[src/rtl/serial_sub_pkg.sv]
// Shared types and sizing helpers for the bit-serial subtract controller.
package serial_sub_pkg;

    typedef enum logic [1:0] {
        IDLE = 2'd0,
        RUN  = 2'd1,
        DONE = 2'd2
    } state_t;

    localparam int unsigned DEF_WIDTH = 8;

    // Bit counter width for a given operand width; sized so cnt never wraps within one operation.
    function automatic int unsigned cnt_width(input int unsigned width);
        return (width < 2) ? 1 : $clog2(width);
    endfunction

    localparam int unsigned DEF_CNT_W = cnt_width(DEF_WIDTH);

endpackage

[src/rtl/full_sub.sv]
// 1-bit full subtractor cell: diff = a - b - bin, bout = borrow out.
module full_sub (
    input  logic a,
    input  logic bin,
    input  logic b,
    output logic bout,
    output logic diff
);

    assign diff = a ^ b ^ bin;
    assign bout = (~a & b) | (~(a ^ b) & bin);

endmodule

[src/rtl/serial_sub_ctrl.sv]
// Bit-serial subtractor: one full_sub cell stepped LSB first over WIDTH bits,
// with a start/busy/done handshake and the borrow carried in a flop.
module serial_sub_ctrl
    import serial_sub_pkg::*;
#(
    parameter int unsigned WIDTH = DEF_WIDTH
) (
    input  logic             clk,
    input  logic             rst,
    input  logic             start,
    input  logic [WIDTH-1:0] a,
    input  logic [WIDTH-1:0] b,
    input  logic             bin,
    output logic             busy,
    output logic             done,
    output logic [WIDTH-1:0] diff,
    output logic             bout
);

    localparam int unsigned CNT_W = cnt_width(WIDTH);

    state_t             state;
    logic [WIDTH-1:0]   a_sh;
    logic [WIDTH-1:0]   b_sh;
    logic               brw;
    logic [CNT_W-1:0]   cnt;
    logic               cell_diff;
    logic               cell_bout;

    full_sub u_cell (
        .a    (a_sh[0]),
        .bin  (brw),
        .b    (b_sh[0]),
        .bout (cell_bout),
        .diff (cell_diff)
    );

    always_ff @(posedge clk) begin
        if (rst) begin
            state <= IDLE;
            busy  <= 1'b0;
            done  <= 1'b0;
            diff  <= '0;
            bout  <= 1'b0;
            cnt   <= '0;
            a_sh  <= '0;
            b_sh  <= '0;
            brw   <= 1'b0;
        end else begin
            case (state)
                IDLE: begin
                    if (start) begin
                        a_sh  <= a;
                        b_sh  <= b;
                        brw   <= bin;
                        cnt   <= '0;
                        diff  <= '0;
                        bout  <= 1'b0;
                        busy  <= 1'b1;
                        state <= RUN;
                    end
                end
                RUN: begin
                    // Result bits enter at the MSB so the first bit lands in diff[0] after WIDTH shifts.
                    diff <= {cell_diff, diff[WIDTH-1:1]};
                    a_sh <= a_sh >> 1;
                    b_sh <= b_sh >> 1;
                    brw  <= cell_bout;
                    if (cnt == CNT_W'(WIDTH - 1)) begin
                        bout  <= cell_bout;
                        busy  <= 1'b0;
                        done  <= 1'b1;
                        state <= DONE;
                    end else begin
                        cnt <= cnt + CNT_W'(1);
                    end
                end
                DONE: begin
                    done  <= 1'b0;
                    state <= IDLE;
                end
                default: begin
                    busy  <= 1'b0;
                    done  <= 1'b0;
                    state <= IDLE;
                end
            endcase
        end
    end

endmodule

[config.mk]
export PLATFORM = sky130hd
export DESIGN_NAME = serial_sub_ctrl
export DESIGN_NICKNAME = d
export VERILOG_FILES = /design/src/rtl/serial_sub_pkg.sv /design/src/rtl/full_sub.sv /design/src/rtl/serial_sub_ctrl.sv
export SDC_FILE = /design/constraint.sdc
export NUM_CORES = 1
export LEC_CHECK = 0
export ABC_CLOCK_PERIOD_IN_PS = 1500
export CAP_MARGIN = 0
export CORE_MARGIN = 1.5
export CORE_UTILIZATION = 45
export CTS_CLUSTER_SIZE = 25
export DETAILED_ROUTE_END_ITERATION = 16
export HOLD_SLACK_MARGIN = 0.12
export MAX_ROUTING_LAYER = met4
export PLACE_DENSITY = 0.84
export SYNTH_ARGS = -nofsm -noshare
export SYNTH_HDL_FRONTEND = slang
export SYNTH_SLANG_ARGS = --single-unit
[constraint.sdc]
create_clock -name clk -period 1.5 [get_ports clk]
set_input_delay 0.3 -clock clk [delete_from_list [all_inputs] [get_ports clk]]
set_output_delay 0.3 -clock clk [all_outputs]
set_load 0.1 [all_outputs]
==> flow_metrics.tcl <==
set metrics [dict create \
    power_frac_seq_pct 48.1 \
    holdBufCountCts 0 \
    portBuffers 30 \
    clk-insertion-delay-late_ns 0.33 \
    clock_sinks 33 \
    dpl.hpwl_microns 2210 \
    antenna_found_initial 0 \
    wirelength_microns 3010 \
    slew_violations 0 \
    drv_cap 0 \
    p_int_mw 1.49 \
    worst-path-buf-inv 0 \
    multi_input_area_sq_um 679 \
    gp_congestion 0.731 \
    synth_ff_type "dfxtp_1" \
    tightest_slew_ns 0.353 \
    vias 1220 \
    critPathKind "register to register" \
    ys_seq_area_share_pct 45.9 \
    synth-edff-count 0 \
    critPathMaxFanout 5 \
    worst_hold_path_type "register to register" \
    synthCells 157 \
    whs_ns 0.492 \
    antenna_left 0 \
    final_common_cell "dfxtp_1" \
    synth_cell_type_count 31 \
    row_count 20 \
    fmax_mhz 714 \
    wl_met3_microns 161 \
    synth_nets 180 \
    die_height_microns 59.6 \
    die_w_microns 59.6 \
    finalCritPeriodShare_pct 93.4 \
    min_period_ns 1.40 \
    final-seq-area_sq_um 663 \
    routedWlPerCell_microns 12.8 \
    fin_area_sq_mm 0.00197 \
    area.growth.synth_to_final_pct 37.0 \
    p_per_area_mw_per_mm2 1020 \
    overflow 0 \
    final_cell_mix "dfxtp_1, nor2_1, a21oi_1, clkdlybuf4s50_1, nand2_1" \
    p_clk_share_pct 34.6 \
    core-area_sq_mm 0.00305 \
    fillCellCount 272 \
    final_nets 212 \
    drc_errors 0 \
    clk_pin_slew_ns 0.10 \
    grt_start_max_net_pins 23 \
    yosys_register_bits 33 \
    crit_slowest_cell "or3b_4" \
    cp.arrival_ns 1.62 \
    cpPeakStageDelay_ns 0.40 \
    avgSynthCellArea_sq_um 9.17 \
    outcome "finished clean" \
    pwr-share-comb_pct 17.3 \
    post_dp_cell_area_sq_mm 0.00188 \
    p_sw_share_pct 25.8 \
    rsz0062_at_grt "no" \
    grt_pass1_wl_microns 4970 \
    numCtsBuffers 5 \
    final_hold_viol_count 0 \
    yosys_warnings 0 \
    path_cells "ha_1 > ha_2 > or3b_4 > nand3_1 > a21oi_1" \
    switching_power_mw 0.519 \
    cp_top_family "simple AND/OR/NAND/NOR gates" \
    pin_count 31 \
    p_leak_nw 0.768 \
    maxSlewHeadroom_pct 76.4 \
    fin_skew_ns 0.0105 \
    cts-root-buf "clkbuf_4" \
    n_antenna_cell 0 \
    worstPathRequired_ns 1.72 \
    peakVddDrop_mv 0.826 \
    clock_path_buffers 2 \
    met2_length_microns 1520 \
    h-tree-depth 2 \
    firstDrtPassIters 4 \
    grt_pass1_vias 1131 \
    post_cts_buffers 0 \
    start_util_pct 47.2 \
    grt_usage_pct 19.5 \
    startpoint_type "register" \
    highest_layer "met4" \
    post_cts_resized 0 \
    drt-met1-wl_microns 1310 \
    synthArstFlopShare_pct 0 \
    crit_path_end_kind "register" \
    die_area_sq_mm 0.00355 \
    setup_violations 0 \
    synth_area_sq_mm 0.00144 \
    drt_iter0_drc 34 \
    cts_tree "yes" \
    vias_per_cell 5.21 \
    drive_gt1_share_pct 20.0 \
]
==> worst reg2reg max path: cells and delay by family, from the launching register on <==
| family | cells | cell delay (ns) |
|---|---|---|
| flops | 1 | 0.33 |
| compound gates | 1 | 0.07 |
| fa+ha+maj | 2 | 0.40 |
| simple gates | 2 | 0.50 |
==> path summary, 6_finish.rpt <==
| path | slack (ns) | cells after the start | from | endpoint |
|---|---|---|---|---|
| setup / recovery | 0.1 | 5 | cnt[0] | cnt[2] |
| hold / removal | 0.49 | 2 | cnt[1] | cnt[1] |
| hold reg to reg | 0.49 | 2 | cnt[1] | cnt[1] |
| setup reg to reg | 0.1 | 5 | cnt[0] | cnt[2] |
==> power groups by stage <==
stage | clock (mW) | combinational (mW) | sequential (mW)
2_1_floorplan | 0 | 0.206 | 1.01
3_3_place_gp | 0 | 0.334 | 0.982
3_5_place_dp | 0 | 0.346 | 0.986
4_1_cts | 0.708 | 0.348 | 0.966
5_1_grt | 0.744 | 0.378 | 0.974
6_report | 0.696 | 0.348 | 0.967
==> through the flow <==
step | cells | util [%] | total power [mW] | setup WS [ns] | setup TNS, ns
2_1_floorplan | 157 | - | 1.21 | 0.118 | 0
3_3_place_gp | 226 | 61.6 | 1.32 | -0.129 | -1.03
3_5_place_dp | 226 | 61.6 | 1.33 | -0.163 | -1.72
4_1_cts | 234 | 64.4 | 2.02 | 0.0183 | 0
5_1_grt | 234 | 64.6 | 2.10 | 0.00996 | 0
6_report | 234 | 64.6 | 2.01 | 0.0990 | 0
==> Yosys cell counts, drive strengths merged (3+ instances only) <==
master   n  area (sq um)
buf      8          77.6
dfxtp   33           661
a22oi   10          75.1
nand2   18          67.6
a21oi   19          95.1
clkbuf   5          20.0
nand3    3          15.0
or3b     3          26.3
a211oi  12           105
nor2    24          90.1
==> kinds of logic after synthesis <==
kind of cell / count (synthesis) / share of synthesized area (%)
AOI/OAI and AO/OA: 49 / 25.4
and+or+nand+nor: 57 / 18.3
adders and majority gates: 3 / 3.13
buffers and inverters: 15 / 7.30
DFF: 33 / 45.9
==> sequential cells by signal, summed over array words and instances, names as in the netlist <==
signal and flops:
bout 1, b_sh 8, state 2, done 1, cnt 3, busy 1, diff 8, a_sh 8
brw 1
==> cell type report <==
| class | count | share of cell area [%] |
|---|---|---|
| Clock buffer | 7 | 2.79 |
| Sequential cell | 33 | 33.6 |
| Multi-Input combinational cell | 109 | 34.4 |
| Clock inverter | 1 | 1.52 |
| Timing Repair Buffer | 38 | 24.5 |
| Tap cell | 44 | 2.79 |
| Inverter | 2 | 0.380 |
==> metal layers <==
| layer | up-vias | global-route usage (%) |
|---|---|---|
| li1 | 625 | - |
| met5 | - | - |
| met4 | 0 | 8.57 |
| met1 | 556 | 23.4 |
| met2 | 37 | 31.2 |
| met3 | 2 | 4.59 |
(Power assumes the default switching activity.)
